### src/rtl/axil_apb_pkg.sv
// Shared types and constants for the AXI4-Lite to APB bridge.
// Latency: n/a (types only).
// Backpressure: n/a (types only).
package axil_apb_pkg;

  // Bridge sequencer states
  typedef enum logic [1:0] {
    IDLE   = 2'd0,
    SETUP  = 2'd1,
    ACCESS = 2'd2,
    RESP   = 2'd3
  } state_t;

  // AXI response codes
  localparam logic [1:0] OKAY   = 2'b00;
  localparam logic [1:0] SLVERR = 2'b10;
  localparam logic [1:0] DECERR = 2'b11;

  // Width of a completer index. A single completer still needs a 1-bit index.
  function automatic int idxWidth(input int n);
    return (n < 2) ? 1 : $clog2(n);
  endfunction

endpackage

### src/rtl/axil_apb_decoder.sv
// Address decoder: maps an address onto one of NUM_SLV completer windows.
// Latency: combinational, zero cycles.
// Backpressure: none, pure function of addr.
// Ports: addr (in) -> sel (one-hot completer select), idx (binary index),
//        decerr (address lies outside every window; sel is all zero then).
module axil_apb_decoder
  import axil_apb_pkg::*;
#(
  parameter int ADDR_W   = 32,
  parameter int NUM_SLV  = 4,
  parameter int REGION_W = 12
) (
  input  logic [ADDR_W-1:0]              addr,
  output logic [NUM_SLV-1:0]             sel,
  output logic [idxWidth(NUM_SLV)-1:0]   idx,
  output logic                           decerr
);

  localparam int IDX_W   = idxWidth(NUM_SLV);
  // Bits actually used to pick a completer; zero when there is only one.
  localparam int FIELD_W = $clog2(NUM_SLV);
  localparam logic [ADDR_W-1:0] FIELD_MASK = ADDR_W'((64'd1 << FIELD_W) - 64'd1);

  logic [ADDR_W-1:0] upper;
  logic [ADDR_W-1:0] field;

  assign upper = addr >> REGION_W;
  assign field = upper & FIELD_MASK;
  assign idx   = field[IDX_W-1:0];

  // Any set bit above the index field, or an index past the last completer
  // (non power-of-two NUM_SLV), is outside the mapped space.
  assign decerr = ((upper >> FIELD_W) != '0) || (field >= ADDR_W'(NUM_SLV));

  always_comb begin
    sel = '0;
    for (int i = 0; i < NUM_SLV; i++) begin
      sel[i] = !decerr && (idx == IDX_W'(i));
    end
  end

endmodule

### src/rtl/axil_apb_bridge_nx.sv
// AXI4-Lite subordinate to multi-completer APB requester bridge.
// Latency: AW+W capture to bvalid = 3 cycles with zero-wait APB; 1 cycle on decode error.
// Backpressure: one-entry AW/W/AR holding registers; ready drops while full, B/R held until bready/rready.
// Ports: clk/rst (sync, active high); AXI-Lite AW/W/B/AR/R channels;
//        APB request (paddr, psel one-hot, penable, pwrite, pwdata, pstrb, pprot);
//        APB completion per completer (prdata slots, pready, pslverr).
module axil_apb_bridge_nx
  import axil_apb_pkg::*;
#(
  parameter int ADDR_W   = 32,
  parameter int DATA_W   = 32,
  parameter int NUM_SLV  = 4,
  parameter int REGION_W = 12,
  parameter int TIMEOUT  = 16
) (
  input  logic                      clk,
  input  logic                      rst,
  // AW
  input  logic                      awvalid,
  output logic                      awready,
  input  logic [ADDR_W-1:0]         awaddr,
  input  logic [2:0]                awprot,
  // W
  input  logic                      wvalid,
  output logic                      wready,
  input  logic [DATA_W-1:0]         wdata,
  input  logic [DATA_W/8-1:0]       wstrb,
  // B
  output logic                      bvalid,
  input  logic                      bready,
  output logic [1:0]                bresp,
  // AR
  input  logic                      arvalid,
  output logic                      arready,
  input  logic [ADDR_W-1:0]         araddr,
  input  logic [2:0]                arprot,
  // R
  output logic                      rvalid,
  input  logic                      rready,
  output logic [DATA_W-1:0]         rdata,
  output logic [1:0]                rresp,
  // APB request
  output logic [ADDR_W-1:0]         paddr,
  output logic [NUM_SLV-1:0]        psel,
  output logic                      penable,
  output logic                      pwrite,
  output logic [DATA_W-1:0]         pwdata,
  output logic [DATA_W/8-1:0]       pstrb,
  output logic [2:0]                pprot,
  // APB completion
  input  logic [NUM_SLV*DATA_W-1:0] prdata,
  input  logic [NUM_SLV-1:0]        pready,
  input  logic [NUM_SLV-1:0]        pslverr
);

  localparam int STRB_W = DATA_W / 8;
  localparam int IDX_W  = idxWidth(NUM_SLV);
  localparam int CNT_W  = (TIMEOUT < 2) ? 1 : $clog2(TIMEOUT);

  // Holding registers
  logic                awFull, wFull, arFull;
  logic [ADDR_W-1:0]   awAddrQ, arAddrQ;
  logic [2:0]          awProtQ, arProtQ;
  logic [DATA_W-1:0]   wDataQ;
  logic [STRB_W-1:0]   wStrbQ;

  // Sequencer state
  state_t              state;
  logic                prioWrite;   // 1: write wins the next tie
  logic                curWrite;
  logic [IDX_W-1:0]    curIdx;
  logic [CNT_W-1:0]    waitCnt;

  // Arbitration and decode of the candidate transaction
  logic                wrElig, pickWrite, startTx, issueWr, issueRd;
  logic [ADDR_W-1:0]   selAddr;
  logic [NUM_SLV-1:0]  decSel;
  logic [IDX_W-1:0]    decIdx;
  logic                decErr;

  // Completion signals of the completer currently addressed
  logic [DATA_W-1:0]   slotData;
  logic                slotReady, slotErr;

  assign awready = ~awFull;
  assign wready  = ~wFull;
  assign arready = ~arFull;

  assign wrElig    = awFull & wFull;
  assign pickWrite = wrElig & (prioWrite | ~arFull);
  assign startTx   = wrElig | arFull;
  assign issueWr   = (state == IDLE) && startTx && pickWrite;
  assign issueRd   = (state == IDLE) && startTx && !pickWrite;
  assign selAddr   = pickWrite ? awAddrQ : arAddrQ;

  axil_apb_decoder #(
    .ADDR_W   (ADDR_W),
    .NUM_SLV  (NUM_SLV),
    .REGION_W (REGION_W)
  ) u_decoder (
    .addr   (selAddr),
    .sel    (decSel),
    .idx    (decIdx),
    .decerr (decErr)
  );

  always_comb begin
    slotData  = '0;
    slotReady = 1'b0;
    slotErr   = 1'b0;
    for (int i = 0; i < NUM_SLV; i++) begin
      if (curIdx == IDX_W'(i)) begin
        slotData  = prdata[i*DATA_W +: DATA_W];
        slotReady = pready[i];
        slotErr   = pslverr[i];
      end
    end
  end

  // Holding registers free as soon as their transaction leaves IDLE, so the
  // next request can be captured while the APB phase is still running.
  always_ff @(posedge clk) begin
    if (rst) begin
      awFull <= 1'b0;
      wFull  <= 1'b0;
      arFull <= 1'b0;
    end else begin
      if (awvalid && !awFull) begin
        awFull  <= 1'b1;
        awAddrQ <= awaddr;
        awProtQ <= awprot;
      end else if (issueWr) begin
        awFull  <= 1'b0;
      end

      if (wvalid && !wFull) begin
        wFull  <= 1'b1;
        wDataQ <= wdata;
        wStrbQ <= wstrb;
      end else if (issueWr) begin
        wFull  <= 1'b0;
      end

      if (arvalid && !arFull) begin
        arFull  <= 1'b1;
        arAddrQ <= araddr;
        arProtQ <= arprot;
      end else if (issueRd) begin
        arFull  <= 1'b0;
      end
    end
  end

  always_ff @(posedge clk) begin
    if (rst) begin
      state     <= IDLE;
      prioWrite <= 1'b1;
      curWrite  <= 1'b0;
      curIdx    <= '0;
      waitCnt   <= '0;
      psel      <= '0;
      penable   <= 1'b0;
      pwrite    <= 1'b0;
      paddr     <= '0;
      pwdata    <= '0;
      pstrb     <= '0;
      pprot     <= '0;
      bvalid    <= 1'b0;
      rvalid    <= 1'b0;
      bresp     <= OKAY;
      rresp     <= OKAY;
      rdata     <= '0;
    end else begin
      case (state)
        IDLE: begin
          if (startTx) begin
            curWrite  <= pickWrite;
            prioWrite <= ~pickWrite;
            curIdx    <= decIdx;
            if (decErr) begin
              // Unmapped address: answer directly without touching APB
              state <= RESP;
              if (pickWrite) begin
                bvalid <= 1'b1;
                bresp  <= DECERR;
              end else begin
                rvalid <= 1'b1;
                rresp  <= DECERR;
                rdata  <= '0;
              end
            end else begin
              state   <= SETUP;
              psel    <= decSel;
              penable <= 1'b0;
              paddr   <= selAddr;
              pwrite  <= pickWrite;
              pprot   <= pickWrite ? awProtQ : arProtQ;
              pwdata  <= pickWrite ? wDataQ : '0;
              pstrb   <= pickWrite ? wStrbQ : '0;
            end
          end
        end

        SETUP: begin
          penable <= 1'b1;
          waitCnt <= '0;
          state   <= ACCESS;
        end

        ACCESS: begin
          if (slotReady) begin
            psel    <= '0;
            penable <= 1'b0;
            state   <= RESP;
            if (curWrite) begin
              bvalid <= 1'b1;
              bresp  <= slotErr ? SLVERR : OKAY;
            end else begin
              rvalid <= 1'b1;
              rresp  <= slotErr ? SLVERR : OKAY;
              rdata  <= slotData;
            end
          end else if ((TIMEOUT > 0) && (waitCnt == CNT_W'(TIMEOUT - 1))) begin
            // Completer never answered: give up and report a slave error
            psel    <= '0;
            penable <= 1'b0;
            state   <= RESP;
            if (curWrite) begin
              bvalid <= 1'b1;
              bresp  <= SLVERR;
            end else begin
              rvalid <= 1'b1;
              rresp  <= SLVERR;
              rdata  <= '0;
            end
          end else begin
            waitCnt <= waitCnt + CNT_W'(1);
          end
        end

        RESP: begin
          if ((curWrite && bready) || (!curWrite && rready)) begin
            bvalid <= 1'b0;
            rvalid <= 1'b0;
            state  <= IDLE;
          end
        end

        default: state <= IDLE;
      endcase
    end
  end

endmodule

### config.mk
export PLATFORM = sky130hd
export DESIGN_NAME = axil_apb_bridge_nx
export DESIGN_NICKNAME = d
export VERILOG_FILES = /design/src/rtl/axil_apb_pkg.sv /design/src/rtl/axil_apb_decoder.sv /design/src/rtl/axil_apb_bridge_nx.sv
export SDC_FILE = /design/constraint.sdc
export NUM_CORES = 1
export LEC_CHECK = 0
export ABC_AREA = 1
export CAP_MARGIN = 30
export CELL_PAD_IN_SITES_DETAIL_PLACEMENT = 0
export CELL_PAD_IN_SITES_GLOBAL_PLACEMENT = 1
export CORE_MARGIN = 2
export CORE_UTILIZATION = 35
export CTS_CLUSTER_SIZE = 30
export DETAILED_ROUTE_END_ITERATION = 10
export PLACE_DENSITY_LB_ADDON = 0.1
export SYNTH_ARGS = -nofsm -noshare
export SYNTH_HDL_FRONTEND = slang
export SYNTH_SLANG_ARGS = --single-unit
export TNS_END_PERCENT = 20
### constraint.sdc
create_clock -name clk -period 7.4 [get_ports clk]
set_input_delay 0.74 -clock clk [delete_from_list [all_inputs] [get_ports clk]]
set_output_delay 0.74 -clock clk [all_outputs]
set_load 0.03 [all_outputs]
==> results.ini <==
[critical_path]
arrival_ns=4.05
setup.worst_path.end_class=flop
timing.critical_path.fanout_max=41
critical_path.reg2reg.endpoint=rdata[8]
reg2reg_setup_slack_ns=3.75
timing.critical_path.required_ns=7.80
reg2reg_depth=12
nature_of_the_critical_path_startpoint=flop
criticalPathCategory=flop to flop
timing.rr.start=curIdx[1]

[sta]
rsz0062_at_grt=no
setup-tns-final_ns=0
max_clock_freq_ghz=0.274
timing.max_slew.rel_slack_pct=43.5
skew_ns=0.0226
final.period_utilization_pct=49.4
total_count_of_max_transition_violations_in_the_final_report=0
setup_violations=0
report.final.hold_viol_count=0
tightestPinTransition_ns=0.846
period_minus_slack_ns=3.65
worst_slack_ns=3.75

[floorplan]
core_area_um2=29500
start_util_pct=35.3
die_x_um=177
die_height_um=177
floorplan.rows=63
die_area_um2=31200
pin_count=367

[synthesis]
mean_post_synth_cell_area_um2=8.45
synth_simple_gate_area_share_pct=26.2
synth.top_cells.by_count=sky130_fd_sc_hd__nand2_1, sky130_fd_sc_hd__inv_1, sky130_fd_sc_hd__nor2_1, sky130_fd_sc_hd__dfxtp_1, sky130_fd_sc_hd__edfxtp_1
fraction_of_registers_with_async_set_reset_pct=0
yosys.area_share.adder_pct=0.721
syn_inst=1233
netlist-cell-type-count=37
synth_top_family_by_area=simple AND/OR/NAND/NOR gates
seq_area_frac_synth_pct=55.1
synth_top_flop_cell=sky130_fd_sc_hd__dfxtp_1
area_share_of_the_largest_cell_type_after_synthesis_pct=30.6
synth_warnings=0
post-synth-top-count-cell=sky130_fd_sc_hd__nand2_1
syn_area_um2=10400
synth.largest_area_cell=sky130_fd_sc_hd__edfxtp_1
ys_ff_latch=234
synth-edff-count=106
synth_mux_area_share_pct=0
synth_compound_gate_area_share_pct=8.62
post_synth_main_area_contributors=sky130_fd_sc_hd__edfxtp_1, sky130_fd_sc_hd__dfxtp_1, sky130_fd_sc_hd__nand2_1
synth.net_count=1488
xor_xnor_fraction_of_synth_area_pct=0.0841

[placement]
dp_hpwl_mm=22.1
setup_slack_at_placement_ns=3.73
finalWeightedCongestion=0.770
buffer_ports.inserted=366

[power]
worst_ir_drop_vdd_mv=0.178
power.total_mw=4.25
power-per-cell-area_nw_per_um2=278
leakage_nw=6.19

[drt]
routed_wl_mm=31.5
avg_wl_per_cell_um=15.9
vias=9296
drc=0
drt_first_pass_iters=8
routed_via_density=4.70
drtAntennaViolNets=0
initialDrtViolationCount=403

[layout]
regArea_um2=5750
multi_input_comb_area_um2=3730
number_of_nets_in_the_layout=1818
syn_to_final_growth_pct=46.5
layout.filler_cells=2845
drive_gt1_share_pct=6.12

[clocking]
count_of_cells_resized_by_post_cts_repair=0
cts_hold_repair.buffers=0
clk_pin_slew_worst_paths_ns=0.06
cts.sinks=234
clock_insertion_delay_worst_skew_ns=0.53
postCtsSetupBuffers=0
ctsLongestPathBuffers=3
clock_tree_from_tritoncts=done
cts.htree.levels=1
cts_inserted_buffers=27
clock-root-buffer=sky130_fd_sc_hd__clkbuf_16

[status]
outcome=completed

[global_route]
first_global_vias=9011
grt_pass1_wl_mm=48.2
total_overflow_reported_by_the_global_router=0
initial_antenna_violation_count=3
largest_net_degree_at_the_start_of_global_routing=81
grt_use_total_pct=19.4

[min_path]
hp-start=paddr[27]
worstHoldPathCells=2
worst_hold_end=paddr[27]
min-delay-path-class=flop to flop

[flow_run]
max_cap_viol_count=0

-- flip-flops by register name, summed over array words and instances, names as in the netlist, 4 cells and up --
register and count:
paddr 32, arAddrQ 32, awAddrQ 32, rdata 32
wStrbQ 4, pstrb 4, waitCnt 4, psel 4
pwdata 32, wDataQ 32
-- final cells by class --
type | instances | area share, %
inverter | 152 | 3.75
tap | 390 | 3.20
clock buffer | 37 | 4.80
antenna | 2 | 0.0328
clock inverter | 13 | 0.746
multi-input combinational | 767 | 24.5
timing repair buffer | 381 | 25.4
sequential | 234 | 37.6
-- where the power goes --
part / switching [mW] / leakage (nW) / internal (mW) / total (mW)
Sequential: 0.0599 / 2.02 / 1.48 / 1.54
Clock: 0.505 / 0.419 / 0.760 / 1.26
Combinational: 0.885 / 3.75 / 0.561 / 1.45
-- metrics by stage --
stage	utilization, %	cell area (um^2)	hold slack [ns]	std cells
global route	51.8	15300	0.452	1975
detailed placement	48.9	14400	0.427	1924
floorplan	-	10400	0.447	1233
finish	51.8	15300	0.435	1976
CTS	51.7	15300	0.437	1974
global placement	48.4	14300	0.426	1918
-- cell families after synthesis --
logic type / Yosys count
xor+xnor: 1
fa+ha+maj: 6
flops: 234
compound gates: 148
buf+inv: 232
simple gates: 612
-- critical path, stage by stage (launching register included) --
cell and delay, ns:
sky130_fd_sc_hd__dfxtp_1 0.52, sky130_fd_sc_hd__inv_1 0.47, sky130_fd_sc_hd__buf_4 0.30, sky130_fd_sc_hd__nand2_1 0.07
sky130_fd_sc_hd__nand2_1 0.06, sky130_fd_sc_hd__o211ai_1 0.17, sky130_fd_sc_hd__nand4_1 0.26, sky130_fd_sc_hd__nand2_1 0.13
sky130_fd_sc_hd__nor2_2 0.09, sky130_fd_sc_hd__buf_4 0.31, sky130_fd_sc_hd__nand3_2 0.72, sky130_fd_sc_hd__nor2b_1 0.34
sky130_fd_sc_hd__nor2_1 0.06
-- placed cells by master (no fill, tap or decap), types with 34 or more instances in the layout --
master	count
sky130_fd_sc_hd__edfxtp_1	106
sky130_fd_sc_hd__nand3_1	55
sky130_fd_sc_hd__o211ai_1	34
sky130_fd_sc_hd__dfxtp_1	128
sky130_fd_sc_hd__inv_1	148
sky130_fd_sc_hd__nor2_1	144
sky130_fd_sc_hd__nand2_1	296
sky130_fd_sc_hd__clkdlybuf4s50_1	365
sky130_fd_sc_hd__a21oi_1	50
sky130_fd_sc_hd__nand4_1	74
-- worst max path at each step --
stage | from | end | slack [ns]
2_1_floorplan | rst | wDataQ[0] | 4.47
5_1_grt | curIdx[1] | rdata[12] | 3.27
3_3_place_gp | awFull | paddr[5] | 3.83
4_1_cts | curIdx[1] | rdata[8] | 3.64
6_report | curIdx[1] | rdata[8] | 3.75
3_5_place_dp | curIdx[1] | rdata[8] | 3.73
-- routing by layer --
metal / routed length (um) / vias to the layer above / global-route usage (%)
li1: - / 4719 / -
met1: 13200 / 4218 / 23.5
met2: 14800 / 306 / 33.8
met3: 2610 / 51 / 5.10
met4: 871 / 2 / 6.03
met5: 13 / - / 0
(Power assumes the default switching activity.)
